===== src/rtl/instr_fetch_seq_pkg.sv =====
// Shared definitions for the program sequencer: FSM states, opcodes and
// instruction word field widths.
package proc_pkg;

  typedef enum logic [2:0] {
    ST_IDLE    = 3'd0,
    ST_FETCH   = 3'd1,
    ST_CAPTURE = 3'd2,
    ST_ISSUE   = 3'd3,
    ST_GAP     = 3'd4,
    ST_HALTED  = 3'd5
  } state_e;

  localparam logic [3:0] OP_MV   = 4'b0000;
  localparam logic [3:0] OP_MVI  = 4'b0001;
  localparam logic [3:0] OP_ADD  = 4'b0010;
  localparam logic [3:0] OP_SUB  = 4'b0100;
  localparam logic [3:0] OP_HALT = 4'b1111;

  localparam int OP_W  = 4;
  localparam int RA_W  = 3;
  localparam int RB_W  = 3;
  localparam int IMM_W = 6;

endpackage


===== src/rtl/instr_fetch_seq_if.sv =====
// Bus between the sequencer, the instruction ROM and the core.
// Handshake: DIN is valid while Run is high; the word retires on the rising
// edge where Done is sampled high with Run high. Done with Run low is ignored.
interface instr_fetch_seq_if #(
  parameter int ADDR_W = 4,
  parameter int DATA_W = 16
);
  logic [ADDR_W-1:0] MemAddr;
  logic              MemEn;
  logic [DATA_W-1:0] MemData;
  logic [DATA_W-1:0] DIN;
  logic              Run;
  logic              Done;

  modport master (
    output MemAddr, MemEn, DIN, Run,
    input  MemData, Done
  );

  modport slave (
    input  MemAddr, MemEn, DIN, Run,
    output MemData, Done
  );
endinterface


===== src/rtl/instr_fetch_seq_pc_counter.sv =====
// Program counter: synchronous clear, load-zero and increment with natural
// wrap modulo 2^ADDR_W.
module pc_counter #(
  parameter int ADDR_W = 4
) (
  input  logic              clk,
  input  logic              rst,
  input  logic              load_zero,
  input  logic              inc,
  output logic [ADDR_W-1:0] pc
);

  logic [ADDR_W-1:0] pc_d;
  logic [ADDR_W-1:0] pc_q;

  // load_zero wins so a restart never lands on PC 1
  always_comb begin
    pc_d = pc_q;
    if (load_zero) begin
      pc_d = '0;
    end else if (inc) begin
      pc_d = pc_q + ADDR_W'(1);
    end
  end

  always_ff @(posedge clk) begin
    if (rst) begin
      pc_q <= '0;
    end else begin
      pc_q <= pc_d;
    end
  end

  assign pc = pc_q;

endmodule


===== src/rtl/instr_fetch_seq.sv =====
// Program sequencer: fetches words from a synchronous ROM, issues them to the
// core with Run/Done, stops on HALT. Optional one-word prefetch under
// INSTR_FETCH_PREFETCH_EN.
module instr_fetch_seq
  import proc_pkg::*;
#(
  parameter int         ADDR_W  = 4,
  parameter int         DATA_W  = 16,
  parameter logic [3:0] HALT_OP = OP_HALT
) (
  input  logic                Clock,
  input  logic                Reset,
  input  logic                Start,
  instr_fetch_seq_if.master   bus,
  output logic [ADDR_W-1:0]   PC,
  output logic                Halted,
  output logic [15:0]         Retired,
  output state_e              dbg_state
);

  state_e            state_d, state_q;
  logic [DATA_W-1:0] ir_d, ir_q;
  logic [15:0]       retired_d, retired_q;
  logic [15:0]       retired_inc;
  logic              pc_load_zero;
  logic              pc_inc;
  logic [ADDR_W-1:0] pc_q;
  logic              mem_en;
  logic [ADDR_W-1:0] mem_addr;

`ifdef INSTR_FETCH_PREFETCH_EN
  logic [DATA_W-1:0] pf_buf_d, pf_buf_q;
  logic              pf_valid_d, pf_valid_q;
  logic              pf_pend_d, pf_pend_q;
  logic              issue_first_d, issue_first_q;
  logic [ADDR_W-1:0] pc_next;

  assign pc_next = pc_q + ADDR_W'(1);
`endif

  pc_counter #(.ADDR_W(ADDR_W)) u_pc (
    .clk       (Clock),
    .rst       (Reset),
    .load_zero (pc_load_zero),
    .inc       (pc_inc),
    .pc        (pc_q)
  );

  assign retired_inc = (retired_q == 16'hFFFF) ? retired_q : retired_q + 16'd1;

  always_comb begin
    state_d      = state_q;
    ir_d         = ir_q;
    retired_d    = retired_q;
    pc_load_zero = 1'b0;
    pc_inc       = 1'b0;
    mem_en       = 1'b0;
    mem_addr     = pc_q;
`ifdef INSTR_FETCH_PREFETCH_EN
    pf_buf_d     = pf_buf_q;
    pf_valid_d   = pf_valid_q;
    pf_pend_d    = 1'b0;
`endif

    case (state_q)
      ST_IDLE, ST_HALTED: begin
        if (Start) begin
          pc_load_zero = 1'b1;
          retired_d    = '0;
          state_d      = ST_FETCH;
`ifdef INSTR_FETCH_PREFETCH_EN
          pf_valid_d   = 1'b0;
`endif
        end
      end
      ST_FETCH: begin
        mem_en  = 1'b1;
        state_d = ST_CAPTURE;
      end
      ST_CAPTURE: begin
        ir_d = bus.MemData;
        if (bus.MemData[DATA_W-1 -: OP_W] == HALT_OP) begin
          state_d = ST_HALTED;
        end else begin
          state_d = ST_ISSUE;
        end
      end
      ST_ISSUE: begin
`ifdef INSTR_FETCH_PREFETCH_EN
        // read PC+1 on the first issue cycle; the word lands one cycle later
        if (issue_first_q) begin
          mem_en   = 1'b1;
          mem_addr = pc_next;
        end
        pf_pend_d = issue_first_q;
        if (pf_pend_q) begin
          pf_buf_d   = bus.MemData;
          pf_valid_d = 1'b1;
        end
`endif
        if (bus.Done) begin
          pc_inc    = 1'b1;
          retired_d = retired_inc;
`ifdef INSTR_FETCH_PREFETCH_EN
          state_d   = (pf_valid_q || pf_pend_q) ? ST_GAP : ST_FETCH;
`else
          state_d   = ST_FETCH;
`endif
        end
      end
`ifdef INSTR_FETCH_PREFETCH_EN
      ST_GAP: begin
        pf_valid_d = 1'b0;
        if (pf_buf_q[DATA_W-1 -: OP_W] == HALT_OP) begin
          state_d = ST_HALTED;
        end else begin
          ir_d    = pf_buf_q;
          state_d = ST_ISSUE;
        end
      end
`endif
      default: begin
        state_d = ST_IDLE;
      end
    endcase

`ifdef INSTR_FETCH_PREFETCH_EN
    issue_first_d = (state_d == ST_ISSUE) && (state_q != ST_ISSUE);
`endif
  end

  always_ff @(posedge Clock) begin
    if (Reset) begin
      state_q   <= ST_IDLE;
      ir_q      <= '0;
      retired_q <= '0;
    end else begin
      state_q   <= state_d;
      ir_q      <= ir_d;
      retired_q <= retired_d;
    end
  end

`ifdef INSTR_FETCH_PREFETCH_EN
  always_ff @(posedge Clock) begin
    if (Reset) begin
      pf_buf_q      <= '0;
      pf_valid_q    <= 1'b0;
      pf_pend_q     <= 1'b0;
      issue_first_q <= 1'b0;
    end else begin
      pf_buf_q      <= pf_buf_d;
      pf_valid_q    <= pf_valid_d;
      pf_pend_q     <= pf_pend_d;
      issue_first_q <= issue_first_d;
    end
  end
`endif

  assign bus.MemEn   = mem_en;
  assign bus.MemAddr = mem_addr;
  assign bus.DIN     = ir_q;
  assign bus.Run     = (state_q == ST_ISSUE);
  assign Halted      = (state_q == ST_HALTED);
  assign PC          = pc_q;
  assign Retired     = retired_q;
  assign dbg_state   = state_q;

endmodule

===== src/flat_wrapper.sv =====
// flat-port wrapper written by rule: the top's interface ports become plain ports
module instr_fetch_seq_flat import proc_pkg::*;
#(
  parameter int         ADDR_W  = 4,
  parameter int         DATA_W  = 16,
  parameter logic [3:0] HALT_OP = OP_HALT
)
  (Clock, Reset, Start, PC, Halted, Retired, dbg_state, bus_MemAddr, bus_MemEn, bus_DIN, bus_Run, bus_MemData, bus_Done);
  instr_fetch_seq_if #(.ADDR_W(ADDR_W), .DATA_W(DATA_W)) bus_i ();
  input  logic Clock;
  input  logic Reset;
  input  logic Start;
  output logic [ADDR_W-1:0] PC;
  output logic Halted;
  output logic [15:0] Retired;
  output state_e dbg_state;
  output wire logic [$bits(bus_i.MemAddr)-1:0] bus_MemAddr;
  output wire logic [$bits(bus_i.MemEn)-1:0] bus_MemEn;
  output wire logic [$bits(bus_i.DIN)-1:0] bus_DIN;
  output wire logic [$bits(bus_i.Run)-1:0] bus_Run;
  input wire logic [$bits(bus_i.MemData)-1:0] bus_MemData;
  input wire logic [$bits(bus_i.Done)-1:0] bus_Done;
  assign bus_MemAddr = bus_i.MemAddr;
  assign bus_MemEn = bus_i.MemEn;
  assign bus_DIN = bus_i.DIN;
  assign bus_Run = bus_i.Run;
  assign bus_i.MemData = bus_MemData;
  assign bus_i.Done = bus_Done;
  instr_fetch_seq #(.ADDR_W(ADDR_W), .DATA_W(DATA_W), .HALT_OP(HALT_OP)) u_core (.Clock(Clock), .Reset(Reset), .Start(Start), .bus(bus_i), .PC(PC), .Halted(Halted), .Retired(Retired), .dbg_state(dbg_state));
endmodule

===== config.mk =====
export PLATFORM = sky130hd
export DESIGN_NAME = instr_fetch_seq_flat
export DESIGN_NICKNAME = d
export VERILOG_FILES = /design/src/rtl/instr_fetch_seq_pkg.sv /design/src/rtl/instr_fetch_seq_if.sv /design/src/rtl/instr_fetch_seq_pc_counter.sv /design/src/rtl/instr_fetch_seq.sv /design/src/flat_wrapper.sv
export SDC_FILE = /design/constraint.sdc
export NUM_CORES = 1
export LEC_CHECK = 0
export CELL_PAD_IN_SITES_DETAIL_PLACEMENT = 0
export CELL_PAD_IN_SITES_GLOBAL_PLACEMENT = 1
export CORE_MARGIN = 10
export CORE_UTILIZATION = 35
export DETAILED_ROUTE_END_ITERATION = 7
export PLACE_DENSITY_LB_ADDON = 0.1
export SLEW_MARGIN = 40
export SYNTH_ARGS = -nofsm -noshare
export SYNTH_HDL_FRONTEND = slang
export SYNTH_SLANG_ARGS = --single-unit

===== constraint.sdc =====
create_clock -name Clock -period 5.3 [get_ports Clock]
set_clock_uncertainty 0.15 [all_clocks]
set_input_delay 1.59 -clock Clock [delete_from_list [all_inputs] [get_ports Clock]]
set_output_delay 1.59 -clock Clock [all_outputs]
set_load 0.01 [all_outputs]

# == Word level (Yosys, flattened, before mapping) ==
# Index checks and enable logic that the tools add are counted.
# word_totals
register_bits,39
latchBits,0
ram_bits,0
romBits,0
inputBits,20
output_inout_bits,46
wordCells,34
n_memories,0
# classes
addsub,2
multipliers,0
div_mod_pow,0
order_cmp,0
eq_ne,9
shifts,0
n_mux,13
bitwise_logic,0
reduce_logical,6
# ops
op,n
2-to-1 mux 16 bit,3
case mux 16 bit (2 select lines),1
"adder 16 x 1 -> 16 bit, second input constant",1
"== test 16 bit, second input constant",1
case mux 3 bit (4 select lines),1
2-to-1 mux 3 bit,3
"== test 3 x 2 -> 1 bit, second input constant",2
2-to-1 mux 1 bit,5
"adder 4 x 1 -> 4 bit, second input constant",1
"== test 4 bit, second input constant",1
"!= test 2 bit, second input constant",2
AND reduction 4 bit,1
OR reduction 2 bit,2
"== test 3 x 1 -> 1 bit, second input constant",1
"== test 3 bit, second input constant",1
logical NOT 3 bit,1
"!= test 2 x 1 -> 1 bit, second input constant",1
AND reduction 2 bit,1
nonzero test 2 bit,1

# == Logic depth before layout (Yosys ltp) ==
# Gate-level depths: netlist of run 1.
# depth
ltp_word,4
depth_mapped,7
depth_no_buf,5

# == Modules after synthesis ==
# A second synthesis of run 1 with hierarchy kept.
# hier_totals
hier_cells,227
hier_area_um2,1830.5
# modules_own_cells
module,instances,cells_per_inst,area_per_inst_um2,seq_area_each_um2
instr_fetch_seq,1,210,1652.8,700.7
pc_counter,1,17,177.7,80.1

# == Least setup slack after synthesis of run 1 ==
# No wires, ideal clock.
# synth_timing
kind,input to register
startpoint,input Reset
endpoint,register u_core.retired_q[11] (netlist: u_core.Retired[11])
setup_time_ps,79
t_arrival_ps,2667
required_time_ps,5071
setup_slack_ps,2404
stages,5
n_path_buf,2
path_cell_list,clkbuf_1 -> nor4bb_1 -> clkbuf_1 -> o311ai_0 -> o211ai_1
# synth_rtl
element,line,text
"start, declared",flat_wrapper.sv:11,input logic Reset;
"end signal, assigned",instr_fetch_seq.sv:140,retired_q <= retired_d;
"end, declared",instr_fetch_seq.sv:23,"logic [15:0] retired_d, retired_q;"

# == Worst setup path in the final report of run 1 ==
# layout_timing
startpoint,register u_core.state_q[1] (netlist: u_core.dbg_state[1])
endpoint,output bus_Run
# layout_between
elab_chain_len,1
# layout_rtl
element,line,text
"start, declared",instr_fetch_seq.sv:21,"state_e state_d, state_q;"
"start signal, assigned",instr_fetch_seq.sv:138,state_q <= state_d;
== test 3 x 2 -> 1 bit,instr_fetch_seq.sv:163,assign bus.Run = (state_q == ST_ISSUE);
"end, declared",flat_wrapper.sv:20,output wire logic [$bits(bus_i.Run)-1:0] bus_Run;
# Every way passes these cells.

==> impl_metrics.yaml, run 1 <==
run:
  maxCapViolCount: 0
clock_tree:
  clock_path_buffers: 2
  tritoncts: "done"
  cts_buffers: 5
  cts_resized: 0
  cts_sinks: 39
  postCtsHoldBufs: 0
  h-tree-depth: 2
  insertion_delay_ns: 0.29
  clk_pin_slew_ns: 0.08
  cts_setup_buffers: 0
  cts_root_buf: "clkbuf_8"
timing:
  hold_viol: 0
  finalCriticalPeriod_ns: 3.52
  rsz0062_at_grt: "no"
  relSlewSlack_pct: 53.4
  fin_setup_tns_ns: 0
  fin_crit_sh_pct: 66.5
  timing.fmax_mhz: 284
  hold_ws_ns: 0.307
  drv_slew: 0
  finalSetupViolations: 0
  worst_slew_pin_slew_ns: 0.698
placement:
  dp_hpwl_mm: 3.94
  placed_cell_area_mm2: 0.00258
  placement.io_buffers: 65
  gp_congestion: 0.796
  place_inst: 350
hold_path:
  hp-class: "flip-flop to flip-flop"
  whs_path_depth: 2
  hp-start: "u_core.bus.DIN[5]"
  whs_endpoint: "u_core.bus.DIN[5]"
global_routing:
  grt_pass1_wl_mm: 9.08
  grt_max_degree: 27
  globalRouteTotalUtil_pct: 12.6
  antenna_found_initial: 0
  grt_overflow: 0
  first_global_vias: 1835
yosys:
  synth_edf_count: 0
  syn_area_mm2: 0.00192
  synth-seq-area-share_pct: 40.7
  yosys_warnings: 0
  syn_nets: 253
  synth_cell_types: 50
  syn_avg_cell_area_um2: 8.30
  syn-instance-count: 231
  synthArstFlopShare_pct: 0
  synth_top_flop_cell: "dfxtp_1"
  ys_ff_latch: 39
setup_path:
  max_stage_delay_ns: 0.56
  reg2reg_to: "u_core.Retired[10]"
  crit_buf_inv: 2
  worst-setup-path-type: "flip-flop to primary output"
  startpoint_type: "flip-flop"
  cp.required_ns: 3.56
  path_delay_family: "buffers and inverters"
  r2r_start: "u_core.Retired[0]"
  crit_path_start: "u_core.dbg_state[1]"
  cp_cell_sequence: "nand3b_1, inv_1, clkdlybuf4s50_1"
  cpMaxStageDelayCell: "dfxtp_1"
  path_max_fanout: 13
  arrival_ns: 1.78
  endpoint_kind: "primary output"
  rrSetupSlack_ns: 2.80
  reg2reg_depth: 5
finish:
  antenna_cells: 0
  design_area_mm2: 0.00270
  final_common_cell: "clkdlybuf4s50_1"
  final_cell_mix: "clkdlybuf4s50_1, nand2_1, dfxtp_1, a21oi_1, a31oi_1"
  layout-area-overhead-vs-synth_pct: 40.8
  fillers: 516
  post_layout_nonfiller_instances: 358
  fin_nets: 309
  drive_above_1_share_pct: 6.60
power_and_ir_drop:
  leakagePower_uw: 0.000921
  powerDensity_mw_per_mm2: 237
  peakVddDrop_uv: 143
  power.total_uw: 640
die:
  initial_core_util_pct: 36.9
  core_mm2: 0.00520
  die_x_um: 94.0
  std_cell_rows: 26
  chipHeight_um: 94.0
  ios: 66
  die-area_mm2: 0.00884
status:
  status: "completed"
route:
  vias_per_cell: 5.15
  wirelength_mm: 5.45
  vias: 1843
  drtIter0Drc: 94
  wire_per_inst_um: 15.2
  drtPass1Iterations: 4
  drcViolationCount: 0
  postRouteAntennaNets: 0
==> cells by family (layout without fill, tap and decap cells) <==
| logic type | Yosys count | count (layout) | share of synthesized area (%) |
|---|---|---|---|
| and+or+nand+nor | 99 | 99 | 28.6 |
| muxes | 1 | 1 | 0.522 |
| xor gates and xnor gates | 4 | 4 | 1.83 |
| buffers and inverters | 27 | 84 | 6.98 |
| AOI/OAI and AO/OA | 59 | 59 | 20.0 |
| adders and majority gates | 2 | 2 | 1.30 |
| DFF | 39 | 39 | 40.7 |
==> how the worst max path moves through the flow <==
stage	endpoint	slack, ns	depth (start not counted)
after floorplan	u_core.Retired[11]	2.40	5
after global placement	u_core.Retired[7]	1.53	5
after detailed placement	u_core.Retired[7]	1.75	5
after CTS	bus_Run	1.76	3
after global routing	bus_Run	1.63	3
final	bus_Run	1.78	3
==> sequential cells by signal (all words and copies together) (netlist names) <==
register,count
u_core.Retired,16
u_core.bus.DIN,16
u_core.dbg_state,3
u_core.u_pc.pc,4
==> synthesized netlist by cell type (2+ instances only) <==
cell | number | area (µm²)
nor4_1 | 2 | 12.5
nand3b_1 | 3 | 22.5
dfxtp_1 | 39 | 781
buf_2 | 5 | 25.0
buf_4 | 5 | 37.5
and4_1 | 2 | 17.5
nand3_1 | 7 | 35.0
o21ai_0 | 2 | 10.0
nor2_1 | 10 | 37.5
o211ai_1 | 2 | 15.0
xnor2_1 | 2 | 17.5
and3_1 | 2 | 12.5
a31oi_1 | 13 | 81.3
xor2_1 | 2 | 17.5
o31ai_1 | 2 | 15.0
ha_1 | 2 | 25.0
a21oi_1 | 23 | 115
nand2_1 | 42 | 158
nand4_1 | 6 | 37.5
a211oi_1 | 3 | 22.5
inv_1 | 8 | 30.0
a41oi_1 | 3 | 26.3
clkbuf_1 | 8 | 30.0
nand4b_1 | 2 | 17.5
o21ai_1 | 3 | 15.0
nand2b_1 | 6 | 37.5
nor3_1 | 4 | 20.0
==> metal layers <==
layer	global-route usage (%)	vias to the layer above	part of all wire, %
met4	3.92	0	0.94
met2	20.2	45	45
met5	0	-	0
met3	6.63	6	10
li1	-	941	-
met1	14.0	851	44
==> worst min-delay path, delay by kind of cell (launching register included) <==
family | cells | cell delay [ns]
DFF | 1 | 0.31
and+or+nand+nor | 1 | 0.05
AOI/OAI and AO/OA | 1 | 0.05
==> area by class of cell <==
cell class                      instances  area [µm²]  area share, %
Clock buffer                            6        82.6           3.06
Clock inverter                          2        35.0           1.30
Inverter                                8        30.0           1.11
Multi-Input combinational cell        165        1010           37.5
Sequential cell                        39         781           28.9
Tap cell                               70        87.6           3.24
Timing Repair Buffer                   68         673           24.9
==> through the flow <==
| stage | setup slack (ns) | utilization (%) |
|---|---|---|
| global route | 1.63 | 51.9 |
| floorplan | 2.40 | - |
| CTS | 1.76 | 51.9 |
| finish | 1.78 | 51.9 |
| detailed placement | 1.75 | 49.6 |
| global placement | 1.53 | 49.5 |
==> report_power, final <==
part | switching, µW | leakage (µW) | internal (µW) | total, µW
clock network | 103 | 0.0000612 | 152 | 256
registers | 7.49 | 0.000316 | 301 | 308
logic | 36.0 | 0.000545 | 40.2 | 76.2
total | 147 | 0.000921 | 493 | 640
(Power assumes the default switching activity.)
==> run 2: changes to the inputs <==
--- a/config.mk
+++ b/config.mk
@@ -8,7 +8,7 @@
 export CELL_PAD_IN_SITES_DETAIL_PLACEMENT = 0
 export CELL_PAD_IN_SITES_GLOBAL_PLACEMENT = 1
 export CORE_MARGIN = 10
-export CORE_UTILIZATION = 35
+export CORE_UTILIZATION = 32
 export DETAILED_ROUTE_END_ITERATION = 7
 export PLACE_DENSITY_LB_ADDON = 0.1
 export SLEW_MARGIN = 40
==> constraint.sdc (replaced) <==
create_clock -name Clock -period 3.5 [get_ports Clock]
set_clock_uncertainty 0.15 [all_clocks]
set_input_delay 1.05 -clock Clock [delete_from_list [all_inputs] [get_ports Clock]]
set_output_delay 1.05 -clock Clock [all_outputs]
set_load 0.01 [all_outputs]
==> run 2 against run 1 <==
  * Cell count is 1.7% higher
  * Non-clock buffer count is 3 higher
  * Sequential power is 52% higher
  * Utilization is 6.3 points lower
  * First-iteration DRC count is 26% lower
  * Count of clock-buffer cells in the layout stayed put
  * Largest power group unchanged
  * Clock power is 9.8% higher
  * Setup slack worse by 1.3 ns
  * Combinational power is 54% higher
  * Wire length is 3.2% higher
  * Hold slack worse by 0.0025 ns
==> impl_metrics.yaml, run 2 (same netlist as run 1, synthesis figures left out) <==
status:
  status: "completed"
global_routing:
  antenna_found_initial: 0
  globalRouteTotalUtil_pct: 11.7
  grt_overflow: 0
  first_global_vias: 1883
  grt_pass1_wl_mm: 9.41
  grt_max_degree: 18
clock_tree:
  h-tree-depth: 2
  cts_root_buf: "clkbuf_8"
  cts_buffers: 5
  clk_pin_slew_ns: 0.07
  cts_setup_buffers: 0
  insertion_delay_ns: 0.29
  cts_sinks: 39
  clock_path_buffers: 2
  cts_resized: 0
  postCtsHoldBufs: 0
  tritoncts: "done"
route:
  drtPass1Iterations: 4
  drtIter0Drc: 70
  wire_per_inst_um: 15.5
  vias: 1865
  postRouteAntennaNets: 0
  wirelength_mm: 5.62
  drcViolationCount: 0
  vias_per_cell: 5.12
placement:
  gp_congestion: 0.771
  dp_hpwl_mm: 4.14
  placement.io_buffers: 65
  dp_slack_ns: 0.628
die:
  std_cell_rows: 28
  ios: 66
  core_mm2: 0.00589
  die-area_mm2: 0.00949
  initial_core_util_pct: 32.6
  die_x_um: 97.4
  chipHeight_um: 97.4
setup_path:
  r2r_start: "u_core.Retired[0]"
  endpoint_kind: "primary output"
  crit_path_start: "u_core.dbg_state[1]"
  cp.required_ns: 2.30
  arrival_ns: 1.83
  path_max_fanout: 13
  worst-setup-path-type: "flip-flop to primary output"
  startpoint_type: "flip-flop"
timing:
  timing.fmax_mhz: 330
  worst_slew_pin_slew_ns: 0.689
  drv_slew: 0
  setup_ws_ns: 0.466
  hold_viol: 0
  rsz0062_at_grt: "no"
  fin_setup_tns_ns: 0
  relSlewSlack_pct: 53.9
  fin_crit_sh_pct: 86.7
  finalSetupViolations: 0
  finalCriticalPeriod_ns: 3.03
power_and_ir_drop:
  power.total_uw: 865
  peakVddDrop_uv: 195
  leakagePower_uw: 0.000913
  powerDensity_mw_per_mm2: 322
finish:
  fin_nets: 312
  antenna_cells: 0
  layout-area-overhead-vs-synth_pct: 39.9
  drive_above_1_share_pct: 6.23
  final_cell_mix: "clkdlybuf4s50_1, nand2_1, dfxtp_1, a21oi_1, a31oi_1"
  final_common_cell: "clkdlybuf4s50_1"
hold_path:
  hp-class: "flip-flop to flip-flop"
  hp-start: "u_core.bus.DIN[1]"
run:
  maxCapViolCount: 0
==> run 2: cell types whose count changed in the layout (fill, tap and decap cells not counted), sizes merged <==
cell	before	now
bufinv	1	0
buf	3	6
clkinv	1	0
==> run 2: path summary, 6_finish.rpt <==
| path | to | slack (ns) | cells after the start |
|---|---|---|---|
| setup / recovery | bus_Run | 0.47 | 3 |
| hold / removal | u_core.bus.DIN[1] | 0.30 | 2 |
| setup reg to reg | u_core.Retired[10] | 1.00 | 5 |
| hold reg to reg | u_core.bus.DIN[1] | 0.30 | 2 |
==> run 2: power by group <==
group | internal [µW] | switching (µW) | leakage (µW)
sequential | 456 | 11.1 | 0.000316
combinational | 62.0 | 55.0 | 0.000561
clock | 133 | 148 | 0.0000371
total | 650 | 214 | 0.000913
==> run 2: final cells by class <==
| class | instances | area [µm²] |
|---|---|---|
| fillers | 624 | 3200 |
| inverters | 8 | 30.0 |
| flip-flops and latches | 39 | 781 |
| repair buffers | 71 | 696 |
| well taps | 75 | 93.8 |
| clock buffers | 6 | 72.6 |
| multi-input cells | 165 | 1010 |
==> run 2: layer usage <==
metal / vias to the layer above / global-route usage [%] / share of wire [%]
li1: 943 / - / -
met4: 0 / 3.36 / 1.2
met2: 50 / 19.0 / 48
met5: - / 0 / 0
met3: 6 / 6.05 / 9.8
met1: 866 / 13.0 / 41
==> run 2: through the flow <==
stage | instance area [µm²] | instances | hold WS, ns | util (%)
2_1_floorplan | 1920 | 231 | 0.331 | -
3_3_place_gp | 2600 | 358 | 0.292 | 44.2
3_5_place_dp | 2610 | 358 | 0.299 | 44.3
4_1_cts | 2680 | 364 | 0.307 | 45.6
5_1_grt | 2680 | 364 | 0.324 | 45.6
6_report | 2680 | 364 | 0.304 | 45.6
==> run 2: critical path, stage by stage (launching register included) <==
cell and delay (ns):
dfxtp_1 0.55, nand3b_1 0.22, inv_1 0.19, clkdlybuf4s50_1 0.58
==> run 3: changes to the inputs <==
--- a/config.mk
+++ b/config.mk
@@ -8,10 +8,11 @@
 export CELL_PAD_IN_SITES_DETAIL_PLACEMENT = 0
 export CELL_PAD_IN_SITES_GLOBAL_PLACEMENT = 1
 export CORE_MARGIN = 10
-export CORE_UTILIZATION = 32
+export CORE_UTILIZATION = 31
 export DETAILED_ROUTE_END_ITERATION = 7
 export PLACE_DENSITY_LB_ADDON = 0.1
 export SLEW_MARGIN = 40
 export SYNTH_ARGS = -nofsm -noshare
 export SYNTH_HDL_FRONTEND = slang
+export SYNTH_HIERARCHICAL = 1
 export SYNTH_SLANG_ARGS = --single-unit
==> run 3 against run 2 <==
  * First-iteration DRC count rose by 1.4%
  * Global-route usage fell by 0.61 points
  * Hold slack got worse by 0.0016 ns
  * Power rose by 3.9%
  * Cell count fell by 1.1%
  * Die area fell by 1.2%
  * Maximum frequency rose by 1.7%
  * Cell area fell by 3.0%
  * Via count fell by 4.9%
  * Wire length fell by 4.9%
  * Non-clock buffer count fell by 2
==> impl_metrics.yaml, run 3 <==
status:
  status: "completed"
timing:
  fin_setup_tns_ns: 0
  finalCriticalPeriod_ns: 2.98
  worst_slew_pin_slew_ns: 0.592
  finalSetupViolations: 0
  timing.fmax_mhz: 335
  hold_viol: 0
  drv_slew: 0
  relSlewSlack_pct: 60.4
  rsz0062_at_grt: "no"
  fin_crit_sh_pct: 85.2
global_routing:
  grt_max_degree: 18
  grt_pass1_wl_mm: 8.93
  first_global_vias: 1706
  antenna_found_initial: 0
  globalRouteTotalUtil_pct: 11.1
  grt_overflow: 0
route:
  vias_per_cell: 4.93
  drtPass1Iterations: 4
  wire_per_inst_um: 14.9
  drtIter0Drc: 71
  vias: 1774
  postRouteAntennaNets: 0
  wirelength_mm: 5.35
  drcViolationCount: 0
clock_tree:
  clk_pin_slew_ns: 0.08
  cts_resized: 0
  cts_setup_buffers: 0
  clock_path_buffers: 2
  cts_sinks: 39
  cts_buffers: 5
  postCtsHoldBufs: 0
  insertion_delay_ns: 0.29
  cts_root_buf: "clkbuf_8"
  tritoncts: "done"
  h-tree-depth: 2
setup_path:
  rrSetupSlack_ns: 1.33
  endpoint_kind: "primary output"
  path_max_fanout: 11
  cpMaxStageDelayCell: "clkdlybuf4s50_1"
  r2r_start: "u_core/Retired[0]"
  cp.required_ns: 2.30
  crit_path_start: "u_core/dbg_state[1]"
  cp_cell_sequence: "and3b_1, clkdlybuf4s50_1"
  reg2reg_to: "u_core/Retired[3]"
  crit_end: "bus_Run"
  arrival_ns: 1.78
  reg2reg_depth: 6
  worst-setup-path-type: "flip-flop to primary output"
  max_stage_delay_ns: 0.61
  startpoint_type: "flip-flop"
yosys:
  synth-seq-area-share_pct: 42.7
  yosys_warnings: 6
  synthArstFlopShare_pct: 0
  synth_common_cells: "nand2_1, dfxtp_1, a21oi_1"
  synth_top_area_cell: "dfxtp_1"
  synth_cell_types: 43
  syn-instance-count: 227
  ys_ff_latch: 39
  yosysMostFrequentCell: "nand2_1"
  syn_area_mm2: 0.00183
  synth_top_flop_cell: "dfxtp_1"
  synthDominantCellAreaShare_pct: 42.7
  syn_nets: 249
  synth_edf_count: 0
  yosys-top-cells-area: "dfxtp_1, nand2_1, a21oi_1, o21ai_0, nand4_1"
  syn_avg_cell_area_um2: 8.06
hold_path:
  hp-class: "flip-flop to flip-flop"
finish:
  layout-area-overhead-vs-synth_pct: 42.2
  utilization_pct: 46.4
  fin_nets: 309
  fillers: 596
  antenna_cells: 0
  register_area_um2: 781
  multi_input_area_um2: 958
  drive_above_1_share_pct: 6.25
  final_common_cell: "clkdlybuf4s50_1"
  final_cell_mix: "clkdlybuf4s50_1, nand2_1, dfxtp_1, a21oi_1, o21ai_0"
power_and_ir_drop:
  powerDensity_mw_per_mm2: 345
  peakVddDrop_uv: 214
  leakagePower_uw: 0.000930
die:
  initial_core_util_pct: 32.6
  std_cell_rows: 27
  die_x_um: 96.8
  chipHeight_um: 96.8
  ios: 66
  core_mm2: 0.00561
  die-area_mm2: 0.00938
placement:
  dp_hpwl_mm: 3.99
  placement.io_buffers: 65
  gp_congestion: 0.791
run:
  maxCapViolCount: 0
run 3: layer usage:
layer  up-vias  track usage, %  part of all wire [%]
met5         -               0                     0
met4         0            2.37                  0.73
met3         4            7.10                    12
met2        48            16.9                    45
met1       799            12.7                    42
li1        923               -                     -
run 3: per-stage QoR:
| step | std cells | instance area (µm²) | worst slack (ns) | total power, µW | hold slack (ns) |
|---|---|---|---|---|---|
| after floorplan | 227 | 1830 | 1.28 | 540 | 0.331 |
| after global placement | 352 | 2520 | 0.646 | 610 | 0.291 |
| after detailed placement | 352 | 2520 | 0.587 | 611 | 0.297 |
| after CTS | 360 | 2600 | 0.506 | 914 | 0.307 |
| after global routing | 360 | 2600 | 0.392 | 943 | 0.326 |
| final | 360 | 2600 | 0.516 | 898 | 0.303 |
run 3: worst min path at each step:
stage	depth (start not counted)	slack (ns)	from	end
final	2	0.30	u_core/bus.DIN[13]	u_core/bus.DIN[13]
after global routing	2	0.33	u_core/bus.DIN[12]	u_core/bus.DIN[12]
after CTS	2	0.31	u_core/bus.DIN[2]	u_core/bus.DIN[2]
after detailed placement	2	0.30	u_core/bus.DIN[9]	u_core/bus.DIN[9]
after global placement	2	0.29	u_core/bus.DIN[2]	u_core/bus.DIN[2]
after floorplan	2	0.33	u_core/bus.DIN[0]	u_core/bus.DIN[0]
run 3: cell families (layout without fill, tap and decap cells):
kind of cell	Yosys count	after routing	synth area share, %
compound gates	59	59	19.2
xor+xnor	2	2	0.957
fa+ha+maj	2	2	1.37
buf+inv	19	80	4.99
flops	39	39	42.7
mux	3	3	1.71
simple gates	103	103	29.1
run 3: area by class of cell:
cell class | count | share of cell area, %
Multi-Input combinational cell | 169 | 36.8
Sequential cell | 39 | 30.0
Timing Repair Buffer | 69 | 26.2
Tap cell | 72 | 3.46
Clock buffer | 7 | 2.93
Inverter | 3 | 0.433
Clock inverter | 1 | 0.192
run 3: power by group:
part           leakage, µW  internal, µW  switching (µW)  total [µW]
Combinational     0.000572          67.4            63.0         130
Clock            0.0000422           140             160         300
Sequential        0.000316           458            9.96         468
run 3: worst max-delay path: cells and delay by family, from the launching register on:
kind | cells | cell delay (ns)
flip-flops | 1 | 0.50
AND/OR/NAND/NOR | 1 | 0.39
buffers and inverters | 1 | 0.61
